===== src/rtl/alu_arb_pkg.sv =====
// rtl/alu_arb_pkg.sv - shared constants and types for the arbitrated ALU
package alu_arb_pkg;

    localparam int DATA_W  = 16;
    localparam int FLAGS_W = 5;

    // Bit positions inside the flag vector {ovf, parity, carry, zero, sign}
    localparam int FLG_SIGN   = 0;
    localparam int FLG_ZERO   = 1;
    localparam int FLG_CARRY  = 2;
    localparam int FLG_PARITY = 3;
    localparam int FLG_OVF    = 4;

    typedef logic [FLAGS_W-1:0] alu_flags_t;

endpackage


===== src/rtl/alu.sv =====
// rtl/alu.sv - 16-bit adder with sign/zero/carry/parity/overflow flags
//
// Ports:
//   x, y  : operands
//   z     : (x + y) mod 2^16, carry-in fixed at 0
//   flags : {overflow, parity, carry, zero, sign}
module alu
    import alu_arb_pkg::*;
(
    input  logic [DATA_W-1:0]  x,
    input  logic [DATA_W-1:0]  y,
    output logic [DATA_W-1:0]  z,
    output logic [FLAGS_W-1:0] flags
);

    logic [DATA_W:0] sum;
    alu_flags_t      f;

    assign sum = {1'b0, x} + {1'b0, y};
    assign z   = sum[DATA_W-1:0];

    always_comb begin
        f             = '0;
        f[FLG_SIGN]   = sum[DATA_W-1];
        f[FLG_ZERO]   = (sum[DATA_W-1:0] == '0);
        f[FLG_CARRY]  = sum[DATA_W];
        // Even parity: set when the result holds an even number of ones
        f[FLG_PARITY] = ~^sum[DATA_W-1:0];
        // Signed overflow: like-signed operands produce a differently signed result
        f[FLG_OVF]    = (x[DATA_W-1] == y[DATA_W-1]) && (sum[DATA_W-1] != x[DATA_W-1]);
    end

    assign flags = f;

endmodule


===== src/rtl/rr_arbiter.sv =====
// rtl/rr_arbiter.sv - combinational round-robin arbiter
//
// Ports:
//   req     : request vector
//   prio    : index of the highest-priority requester
//   en      : when low, gnt is forced to zero
//   gnt     : one-hot grant (zero when en low or no request)
//   gnt_idx : encoded winner, valid whenever any is set
//   any     : at least one request is present
module rr_arbiter #(
    parameter int NREQ = 4,
    parameter int IDW  = $clog2(NREQ)
) (
    input  logic [NREQ-1:0] req,
    input  logic [IDW-1:0]  prio,
    input  logic            en,
    output logic [NREQ-1:0] gnt,
    output logic [IDW-1:0]  gnt_idx,
    output logic            any
);

    logic [IDW:0]   cand_sum;
    logic [IDW-1:0] cand;
    logic           found;

    // Walk prio, prio+1, ... wrapping at NREQ; the first set request wins.
    // Wrap by compare-and-subtract so NREQ need not be a power of two.
    always_comb begin
        cand_sum = '0;
        cand     = '0;
        found    = 1'b0;
        gnt_idx  = '0;
        for (int k = 0; k < NREQ; k++) begin
            cand_sum = {1'b0, prio} + (IDW+1)'(k);
            if (cand_sum >= (IDW+1)'(NREQ)) begin
                cand_sum = cand_sum - (IDW+1)'(NREQ);
            end
            cand = cand_sum[IDW-1:0];
            if (!found && req[cand]) begin
                found   = 1'b1;
                gnt_idx = cand;
            end
        end
    end

    always_comb begin
        gnt = '0;
        if (en && found) begin
            gnt[gnt_idx] = 1'b1;
        end
    end

    assign any = found;

endmodule


===== src/rtl/alu_arbiter.sv =====
// rtl/alu_arbiter.sv - round-robin sharing of one ALU among NREQ requesters
//
// Ports:
//   clk, rst_n          : clock, asynchronous active-low reset
//   req_valid/req_ready : per-requester operand handshake (ready is one-hot or zero)
//   req_x, req_y        : packed operands, requester i in bits [16i+15:16i]
//   rsp_valid/rsp_ready : response handshake for the one-deep result register
//   rsp_id              : requester that produced the held result
//   rsp_z, rsp_flags    : registered sum and flags from the ALU
module alu_arbiter
    import alu_arb_pkg::*;
#(
    parameter int NREQ = 4,
    parameter int IDW  = $clog2(NREQ)
) (
    input  logic                   clk,
    input  logic                   rst_n,
    input  logic [NREQ-1:0]        req_valid,
    output logic [NREQ-1:0]        req_ready,
    input  logic [NREQ*DATA_W-1:0] req_x,
    input  logic [NREQ*DATA_W-1:0] req_y,
    output logic                   rsp_valid,
    input  logic                   rsp_ready,
    output logic [IDW-1:0]         rsp_id,
    output logic [DATA_W-1:0]      rsp_z,
    output logic [FLAGS_W-1:0]     rsp_flags
);

    logic [IDW-1:0]     prio;
    logic [IDW-1:0]     prio_nxt;
    logic               can_accept;
    logic               arb_en;
    logic [NREQ-1:0]    gnt;
    logic [IDW-1:0]     gnt_idx;
    logic               any;
    logic               grant;
    logic [DATA_W-1:0]  mux_x;
    logic [DATA_W-1:0]  mux_y;
    logic [DATA_W-1:0]  alu_z;
    logic [FLAGS_W-1:0] alu_flags;

    // Response register frees and refills in the same cycle. rst_n gates the
    // enable so no requester sees a handshake while reset is held.
    assign can_accept = !rsp_valid || rsp_ready;
    assign arb_en     = rst_n && can_accept;

    rr_arbiter #(
        .NREQ (NREQ),
        .IDW  (IDW)
    ) u_arb (
        .req     (req_valid),
        .prio    (prio),
        .en      (arb_en),
        .gnt     (gnt),
        .gnt_idx (gnt_idx),
        .any     (any)
    );

    assign req_ready = gnt;
    assign grant     = arb_en && any;

    // AND-OR mux keyed on the one-hot grant keeps operand selection off the
    // encoded index and adds only one gate level before the adder.
    always_comb begin
        mux_x = '0;
        mux_y = '0;
        for (int i = 0; i < NREQ; i++) begin
            if (gnt[i]) begin
                mux_x = mux_x | req_x[i*DATA_W +: DATA_W];
                mux_y = mux_y | req_y[i*DATA_W +: DATA_W];
            end
        end
    end

    alu u_alu (
        .x     (mux_x),
        .y     (mux_y),
        .z     (alu_z),
        .flags (alu_flags)
    );

    assign prio_nxt = (gnt_idx == IDW'(NREQ-1)) ? '0 : gnt_idx + IDW'(1);

    always_ff @(posedge clk or negedge rst_n) begin
        if (!rst_n) begin
            rsp_valid <= 1'b0;
            rsp_id    <= '0;
            rsp_z     <= '0;
            rsp_flags <= '0;
            prio      <= '0;
        end else if (grant) begin
            rsp_valid <= 1'b1;
            rsp_id    <= gnt_idx;
            rsp_z     <= alu_z;
            rsp_flags <= alu_flags;
            prio      <= prio_nxt;
        end else if (rsp_ready) begin
            rsp_valid <= 1'b0;
        end
    end

endmodule


===== config.mk =====
export PLATFORM = sky130hd
export DESIGN_NAME = alu_arbiter
export DESIGN_NICKNAME = d
export VERILOG_FILES = /design/src/rtl/alu_arb_pkg.sv /design/src/rtl/alu.sv /design/src/rtl/rr_arbiter.sv /design/src/rtl/alu_arbiter.sv
export SDC_FILE = /design/constraint.sdc
export NUM_CORES = 1
export LEC_CHECK = 0
export CAP_MARGIN = 20
export CELL_PAD_IN_SITES_DETAIL_PLACEMENT = 0
export CELL_PAD_IN_SITES_GLOBAL_PLACEMENT = 2
export CORE_MARGIN = 2
export CORE_UTILIZATION = 20
export CTS_CLUSTER_SIZE = 24
export DETAILED_ROUTE_END_ITERATION = 6
export PLACE_DENSITY_LB_ADDON = 0.1
export SLEW_MARGIN = 15
export SYNTH_ARGS = -nofsm -noshare
export SYNTH_HDL_FRONTEND = slang
export SYNTH_HIERARCHICAL = 1
export SYNTH_SLANG_ARGS = --single-unit

===== constraint.sdc =====
create_clock -name clk -period 5.04 [get_ports clk]
set_clock_uncertainty 0.1 [all_clocks]
set_input_delay 1.008 -clock clk [delete_from_list [all_inputs] [get_ports clk]]
set_output_delay 1.008 -clock clk [all_outputs]
set_load 0.02 [all_outputs]

==> results.toml, run 1 <==
[placed_design]
dpl.cell_count = 742
globalplace.congestion = 0.7834
hpwl_um = 10830
dpl_cell_area_sq_um = 5455
port_buffers = 162

[detailed_routing]
route.met2.wl_um = 6827
wl_per_cell_um = 17.26
highest_layer = "met4"
antenna_left = 0
vias_per_cell = 4.589
drt_wl_total_um = 13150
drtIter0Drc = 80
num_vias = 3497
dr.pass1.iters = 4
drt-met1-wl_um = 5527
drc_errors = 0
dr_wl_met3_um = 673

[power_and_ir_drop]
p_leak_nw = 2.677
ir_worst_vdd_mv = 0.3387
powerDensity_nw_per_um2 = 517.6

[yosys]
synth_cells = 334
synthesis.nets = 494
synth-seq-cells = 26
yosys.area.top_type_share_pct = 21.55
synth_area_leaders = "dfrtp_1 (22%), a22oi_1 (16%), ha_1 (9.9%), mux2_4 (9.9%), nand2_1 (5.5%)"
yosys_warnings = 6
yosysTopAreaCell = "dfrtp_1"
seq_area_frac_synth_pct = 21.55
syn_area_per_cell_sq_um = 9.039
synth_cell_types = 53
syn_area_sq_um = 3019

[grt]
grt_usage_pct = 16.29
grt_start_max_net_pins = 28
overflow = 0
grt_pass1_vias = 3845
grt_pass1_wl_um = 20440
antenna_found_initial = 0

[setup_path]
crit_type = "input port to flip-flop"
start_kind = "input port"
critPathCaptureType = "flip-flop"
cp_slowest_cell = "and4bb_4"
critPathMaxFanout = 12
crit_chain = "buf_8, mux2_4, nand2_4, o221ai_4, and4bb_4, buf_6, a22oi_2, nand2_1, ha_4, o211ai_1, a21o_1, a21oi_2, o21a_2, buf_4, o21a_1, or2_4, ha_4, xnor2_4, xnor2_2, xnor2_1, xnor3_1, xor2_1, mux2_4"
arrival_ns = 5.26
required_ns = 5.10
crit_path_max_incr_delay_ns = 0.45
worst-path-buf-inv = 3
crit_family = "compound AO/OA/AOI/OAI gates"

[timing]
fin_ws_ns = -0.1626
period_needed_ns = 5.203
tightest_slew_ns = 1.001
slew_violations = 0
finalSetupTns_ns = -0.1626
period_share_pct = 103.2
hold_violations = 0
slew_headroom_pct = 33.13
worst_hold_slack_ns = 0.4091
max_freq_mhz = 192.2
rsz0062_at_grt = "yes"
setup_viol = 1

[final_layout]
design_area_sq_um = 5998
stdcell_count = 762
fill_cells = 1474
layout-drive-gt1-share_pct = 33.91
area_growth_syn_to_layout_pct = 98.67
final_nets = 739
mostFrequentLayoutCells = "clkdlybuf4s50_1 (156), buf_4 (87), a22oi_1 (51)"
diodes = 0
final_core_util_pct = 40.96
mostFrequentLayoutCell = "clkdlybuf4s50_1"

[clock_tree]
clkTransAtPathRegs_ns = 0.07
root_buffer = "clkbuf_16"
clock_latency_ns = 0.27
htree_levels = 1
clockBufferDepth = 2
numCtsBuffers = 3
cts_tree = "built"
cts.sinks = 26

[status]
status = "complete, but fails checks"
violations = "setup timing"

[floorplan]
die-area_sq_um = 16090
coreArea_sq_um = 14640
die_height_um = 126.9
start_util_pct = 20.62
io_pins = 163
rows = 44
die_x_um = 126.9

[run]
drv_cap = 0

[hold_path]
hp-class = "flip-flop to flip-flop"
-- stage by stage --
stage | total power, mW | worst slack (ns)
floorplan | 1.717 | -0.2290
global placement | 2.544 | -0.9598
detailed placement | 2.566 | -1.009
CTS | 2.953 | -0.1200
global route | 3.369 | -0.3483
finish | 3.105 | -0.1626
-- worst paths after layout --
check                      slack (ns)            to  cells after the start    startpoint
max in group asynchronous        3.72     rsp_valid                      2         rst_n
setup reg to reg                 0.15  rsp_flags[3]                     22       prio[1]
hold / removal                   0.41      rsp_z[3]                      1      rsp_z[3]
hold reg to reg                  0.41      rsp_z[3]                      1      rsp_z[3]
setup / recovery                -0.16  rsp_flags[3]                     23  req_valid[0]
min in group asynchronous        0.84      rsp_z[2]                      2         rst_n
-- where the power goes --
| part | internal, mW | total (mW) | switching, mW |
|---|---|---|---|
| clock network | 0.158 | 0.238 | 0.0797 |
| logic | 1.41 | 2.51 | 1.10 |
| registers | 0.299 | 0.356 | 0.0571 |
| total | 1.86 | 3.10 | 1.24 |
-- metal layers --
metal,up-vias,track usage [%]
met1,1658,19.10
met3,8,3.332
met4,0,2.133
met2,99,31.15
li1,1732,-
met5,-,0
-- worst reg2reg max path: cells and delay by family (launching register included) --
family	cells	cell delay [ns]
DFF	1	0.47
AOI/OAI and AO/OA	7	1.07
buffers and inverters	2	0.33
muxes	2	0.60
xor gates and xnor gates	5	0.87
adders and majority gates	2	0.47
and+or+nand+nor	4	0.88
-- synthesized netlist by cell type, drive strengths merged --
| cell | n |
|---|---|
| inv | 22 |
| and2 | 2 |
| o21ai | 11 |
| nor4 | 2 |
| o21a | 3 |
| nand3 | 3 |
| fa | 1 |
| and3b | 1 |
| buf | 4 |
| o21bai | 1 |
| a211o | 1 |
| a31o | 1 |
| xnor2 | 11 |
| nand4 | 1 |
| nor2 | 9 |
| dfrtp | 26 |
| a32oi | 1 |
| and4bb | 1 |
| o211a | 2 |
| or2 | 1 |
| a22oi | 66 |
| xor2 | 8 |
| xnor3 | 1 |
| a21oi | 16 |
| o2bb2a | 1 |
| ha | 24 |
| nand2b | 3 |
| a21o | 7 |
| nand2 | 45 |
| nor2b | 4 |
| nor3b | 1 |
| a211oi | 3 |
| clkbuf | 12 |
| o221ai | 2 |
| nor4b | 1 |
| o211ai | 2 |
| mux2 | 27 |
| o2111a | 1 |
| nor3 | 6 |
-- layout make-up --
cell class / count / area, sq um / share of cell area, %
clock buffer: 3 / 75.07 / 1.252
timing repair buffer: 255 / 2385 / 39.76
sequential: 26 / 650.6 / 10.85
clock inverter: 1 / 30.03 / 0.5006
tap: 184 / 230.2 / 3.838
inverter: 22 / 82.58 / 1.377
multi-input combinational: 271 / 2545 / 42.43
-- cells by family after synthesis --
logic type,count (synthesis),synth area share (%)
XOR/XNOR,20,6.258
multiplexers,27,12.56
adder cells (fa/ha/maj),25,10.61
AO/OA/AOI/OAI,118,29.01
AND/OR/NAND/NOR,80,13.84
buffers and inverters,38,6.175
flip-flops,26,21.55
-- state kept, by name (all words and copies together) (netlist names) --
| signal | cells |
|---|---|
| rsp_id | 2 |
| rsp_valid | 1 |
| prio | 2 |
| rsp_flags | 5 |
| rsp_z | 16 |
-- repair_timing --
item                                   4_1_cts  5_1_grt
buffers inserted                            10        4
hold buffers                                 0        0
setup endpoints to repair                    2        1
gates resized for setup                     60       23
endpoints found under the hold margin        0        0
gates cloned                                 1        1
pin swaps                                   32       19
No activity file was read; power rests on OpenSTA's default activity.
==> run 2: changes to the inputs <==
==> constraint.sdc (replaced) <==
create_clock -name clk -period 5.04 [get_ports clk]
set_clock_uncertainty 0.1 [all_clocks]
set_input_delay 0.756 -clock clk [delete_from_list [all_inputs] [get_ports clk]]
set_output_delay 0.756 -clock clk [all_outputs]
set_load 0.02 [all_outputs]
==> results.toml, run 2 (synthesis results as in run 1) <==
[setup_path]
r2r_slack_ns = 0.23
crit_path_start = "req_valid[0]"
critPathCaptureType = "flip-flop"
endpoint = "rsp_flags[3]"
arrival_ns = 4.95
crit_type = "input port to flip-flop"
critPathMaxFanout = 8
r2r-start = "prio[1]"
r2r-end = "rsp_flags[3]"
start_kind = "input port"
reg2reg_depth = 22
required_ns = 5.10

[status]
status = "completed"

[placed_design]
port_buffers = 162
dpl.cell_count = 735
dpl_cell_area_sq_um = 5390
hpwl_um = 10420
globalplace.congestion = 0.7514

[timing]
max_freq_mhz = 204.9
slew_violations = 0
rsz0062_at_grt = "yes"
worst_hold_slack_ns = 0.4103
period_share_pct = 96.85
tightest_slew_ns = 0.9723
period_needed_ns = 4.881
setup_viol = 0
finalSetupTns_ns = 0
slew_headroom_pct = 35.04
hold_violations = 0

[floorplan]
die-area_sq_um = 16090
io_pins = 163
die_x_um = 126.9
start_util_pct = 20.62
rows = 44
die_height_um = 126.9
coreArea_sq_um = 14640

[detailed_routing]
wl_per_cell_um = 16.87
num_vias = 3441
drt_wl_total_um = 12790
vias_per_cell = 4.540
antenna_left = 0
drtIter0Drc = 56
drc_errors = 0
dr.pass1.iters = 4

[clock_tree]
clock_latency_ns = 0.27
clockBufferDepth = 2
cts_tree = "built"
htree_levels = 1
numCtsBuffers = 3
cts.sinks = 26
root_buffer = "clkbuf_16"
clkTransAtPathRegs_ns = 0.07
holdBufCountCts = 0

[final_layout]
regMostFlops = "rsp_z"
mostFrequentLayoutCells = "clkdlybuf4s50_1 (156), buf_4 (82), a22oi_1 (55)"
stdcell_count = 758
design_area_sq_um = 5922
final_nets = 735
diodes = 0
area_growth_syn_to_layout_pct = 96.15
mostFrequentLayoutCell = "clkdlybuf4s50_1"
reg_top3 = "rsp_z (16), rsp_flags (5)"
layout-drive-gt1-share_pct = 32.93
largest_register_ffs = 16

[power_and_ir_drop]
powerDensity_nw_per_um2 = 492.9
p_leak_nw = 2.660
ir_worst_vdd_mv = 0.3161
report.power.total_mw = 2.919

[grt]
grt_start_max_net_pins = 28
grt_usage_pct = 16.01
overflow = 0
grt_pass1_vias = 3842
grt_pass1_wl_um = 20080
antenna_found_initial = 0

[hold_path]
hp-class = "flip-flop to flip-flop"

[run]
drv_cap = 0
## run 2: cell types whose count changed in the layout (fill, tap and decap cells not counted), moves of 2 or more
cell,delta
a21oi_2,-2
a22oi_1,+4
a22oi_2,-4
buf_4,-5
ha_1,+3
ha_4,-3
nand2_1,-3
nand2_2,+3
xnor2_1,+2
## run 2: worst max-delay path, stage by stage
cell and delay (ns):
buf_12 0.11, mux2_4 0.28, nand2_4 0.07, o221ai_4 0.13
and4bb_4 0.46, a22oi_2 0.08, nand2_2 0.10, ha_4 0.15
inv_2 0.04, fa_2 0.38, nand2b_4 0.15, a21o_1 0.17
a21oi_2 0.11, o21a_1 0.21, o211a_1 0.21, a211oi_2 0.05
ha_1 0.34, xnor2_2 0.14, xnor2_1 0.18, xnor2_1 0.16
xnor3_1 0.25, xor2_1 0.15, mux2_4 0.26
## run 2: where the power goes
| group | total, mW | switching (mW) | internal [mW] | leakage [nW] |
|---|---|---|---|---|
| clock | 0.242 | 0.0831 | 0.159 | 0.0511 |
| sequential | 0.357 | 0.0572 | 0.300 | 0.329 |
| combinational | 2.32 | 1.03 | 1.29 | 2.28 |
| total | 2.92 | 1.17 | 1.75 | 2.66 |
## run 2: area by class of cell
cell class | instances | area [sq um]
multi-input combinational | 271 | 2471
timing repair buffer | 251 | 2376
clock buffer | 3 | 75.07
tap | 184 | 230.2
sequential | 26 | 651.9
fill | 1479 | 8722
clock inverter | 1 | 30.03
inverter | 22 | 87.58
## run 2: how the worst min path moves through the flow
stage	slack [ns]	cells after the start	endpoint	from
floorplan	0.36	0	prio[0]	rst_n
global placement	0.40	1	rsp_z[3]	rsp_z[3]
detailed placement	0.39	1	rsp_flags[2]	rsp_flags[2]
CTS	0.42	1	rsp_z[12]	rsp_z[12]
global route	0.43	1	rsp_z[12]	rsp_z[12]
finish	0.41	1	rsp_z[3]	rsp_z[3]
## run 2: repair_timing
item | CTS | global route
buffers inserted | 10 | 7
gates cloned | 2 | 0
endpoints found under the setup margin | 1 | 1
gates resized for setup | 43 | 51
pin swaps | 19 | 29
## run 2: per-stage QoR
stage / worst slack (ns) / utilization (%)
4_1_cts: 0.002553 / 39.00
2_1_floorplan: 0.02295 / -
3_5_place_dp: -0.7324 / 36.81
3_3_place_gp: -0.6869 / 36.81
6_report: 0.1588 / 40.44
5_1_grt: -0.02790 / 40.44
## run 2: per-layer routing
metal / share of wire, % / vias up / track usage [%]
met2: 53 / 90 / 31.15
met1: 42 / 1617 / 18.47
met4: 0.71 / 0 / 2.198
met3: 4.7 / 7 / 2.995
li1: - / 1727 / -
met5: 0 / - / 0
==> run 3: changes to the inputs <==
- ABC_AREA: unset -> 1
- CORE_MARGIN: 2 -> unset
- CORE_UTILIZATION: 20 -> 18
==> results.toml, run 3 <==
[yosys]
yosysMostFrequentCell = "nand2_1"
yosys_warnings = 6
synth_cell_types = 30
yosys.area.top_type_share_pct = 31.44
synth_edf_count = 0
synth_cells = 554
async_reset_ff_share_pct = 100.0
seq_area_frac_synth_pct = 19.67
synth_commonest_cells = "nand2_1 (277), nand4_1 (61), inv_1 (47), dfrtp_1 (26), ha_1 (24)"
yosysTopAreaCell = "nand2_1"
synth_top_flop_cell = "dfrtp_1"
syn_area_sq_um = 3307
synth-seq-cells = 26
synth_area_leaders = "nand2_1 (31%), dfrtp_1 (20%), nand4_1 (12%), ha_1 (9.1%), inv_1 (5.3%)"
synthesis.nets = 714
syn_area_per_cell_sq_um = 5.969

[setup_path]
crit_path_start = "rsp_ready"
endpoint = "rsp_flags[3]"
r2r-end = "rsp_flags[3]"
r2r-start = "prio[0]"
cp_slowest_cell = "clkdlybuf4s50_1"
arrival_ns = 4.80
critPathMaxFanout = 8
critPathMostFrequentCell = "nand2_1"
crit_path_max_incr_delay_ns = 0.49
r2r_slack_ns = 0.36
start_kind = "input port"
required_ns = 5.09
crit_type = "input port to flip-flop"
reg2reg_depth = 31
critPathCaptureType = "flip-flop"

[placed_design]
globalplace.congestion = 0.8464
dpl_cell_area_sq_um = 5554
hpwl_um = 11370
port_buffers = 162
pre_cts_slack_ns = -0.2998

[final_layout]
final_core_util_pct = 35.33
seq_area_sq_um = 650.6
reg_top3 = "rsp_z (16), rsp_flags (5)"
regMostFlops = "rsp_z"
diodes = 0
mostFrequentLayoutCells = "nand2_1 (263), clkdlybuf4s50_1 (157), buf_4 (68)"
mostFrequentLayoutCell = "nand2_1"
largest_register_ffs = 16
area_growth_syn_to_layout_pct = 91.90
layout-drive-gt1-share_pct = 21.94
multi_input_area_sq_um = 2750
fill_cells = 1928
final_nets = 937
design_area_sq_um = 6346

[power_and_ir_drop]
netSwitchingFraction_pct = 47.31
ir_worst_vdd_mv = 0.6602
p_switching_mw = 2.854
seqPwrFrac_pct = 6.1
p_leak_nw = 2.938
clockPowerShare_pct = 2.9
p_int_mw = 3.178
powerDensity_nw_per_um2 = 950.4
combPwrFrac_pct = 91.0

[grt]
grt_pass1_wl_um = 21110
grt_pass1_vias = 4122
grt_usage_pct = 14.36
antenna_found_initial = 0
grt_start_max_net_pins = 53
overflow = 0

[detailed_routing]
vias_per_cell = 4.256
drc_errors = 0
antenna_left = 0
dr.pass1.iters = 6
wl_per_cell_um = 14.37
drt_wl_total_um = 14430
num_vias = 4273
drtIter0Drc = 128

[status]
status = "completed"

[floorplan]
rows = 49
die_x_um = 137.5
die-area_sq_um = 18920
io_pins = 163
die_height_um = 137.5
coreArea_sq_um = 17960
start_util_pct = 18.41

[clock_tree]
clkTransAtPathRegs_ns = 0.06
root_buffer = "clkbuf_16"
holdBufCountCts = 0
clock_latency_ns = 0.26
clockBufferDepth = 2
htree_levels = 1
cts.sinks = 26
numCtsBuffers = 3
cts_tree = "built"

[timing]
setup_viol = 0
tightest_slew_ns = 0.5999
period_share_pct = 94.25
worst_hold_slack_ns = 0.3677
finalSetupTns_ns = 0
hold_violations = 0
period_needed_ns = 4.750
fin_ws_ns = 0.2898
max_freq_mhz = 210.5
slew_violations = 0
slew_headroom_pct = 60.01

[run]
drv_cap = 0

[hold_path]
hp-class = "flip-flop to flip-flop"
## run 3: changes by cell type in the layout (fill, tap and decap cells not counted), moves of 12 or more
cell / delta
a22oi_1: -55
buf_4: -14
inv_1: +22
mux2_4: -21
nand2_1: +225
nand2_2: +12
nand4_1: +60
## run 3: how the worst min path moves through the flow
stage | startpoint | end | slack (ns) | cells past startpoint
finish | rsp_z[6] | rsp_z[6] | 0.37 | 2
detailed placement | rsp_z[6] | rsp_z[6] | 0.36 | 2
global route | rsp_z[11] | rsp_z[11] | 0.39 | 2
floorplan | rst_n | prio[0] | 0.36 | 0
CTS | rsp_z[6] | rsp_z[6] | 0.38 | 2
global placement | rsp_id[1] | rsp_id[1] | 0.36 | 2
## run 3: through the flow
stage               power [mW]  instances
floorplan                3.063        554
global placement         4.655        979
detailed placement       4.642        979
CTS                      4.864        982
global route             6.639       1004
finish                   6.031       1004
## run 3: metal layers
layer  track usage (%)  share of wire, %
met1             18.39                46
met2             25.74                49
met3             2.060               4.8
met4             2.015              0.47
met5                 0                 0
## run 3: power groups by stage
stage | Combinational, mW | Clock, mW | Sequential, mW
after CTS | 4.31 | 0.182 | 0.368
after detailed placement | 4.27 | 0 | 0.371
final | 5.49 | 0.174 | 0.368
after global routing | 6.07 | 0.190 | 0.379
after global placement | 4.29 | 0 | 0.368
after floorplan | 2.63 | 0 | 0.438
## run 3: cells by family (layout without fill, tap and decap cells)
kind of cell,count (synthesis),after routing,share of synthesized area (%)
AOI/OAI and AO/OA,19,19,3.405
xor gates and xnor gates,18,18,4.767
adders and majority gates,25,25,9.686
buffers and inverters,75,296,10.52
DFF,26,26,19.67
and+or+nand+nor,391,391,51.95
## run 3: area by class of cell
class                           instances  area share (%)
Timing Repair Buffer                  242           37.62
Clock buffer                            3           1.183
Tap cell                              229           4.515
Multi-Input combinational cell        453           43.34
Inverter                               51           3.095
Sequential cell                        26           10.25
## run 3: worst max-delay path, delay by kind of cell
family,cells,cell delay [ns]
buf+inv,8,1.10
simple gates,11,0.98
compound gates,3,0.74
xor+xnor,4,0.70
fa+ha+maj,2,0.51
## run 3: timing repair
item | in CTS | in global routing
setup endpoints to repair | 1 | 1
gates cloned | 0 | 4
resized for setup | 2 | 85
setup buffers | 0 | 18
pin swaps | 0 | 45
hold endpoints to repair | 0 | 0
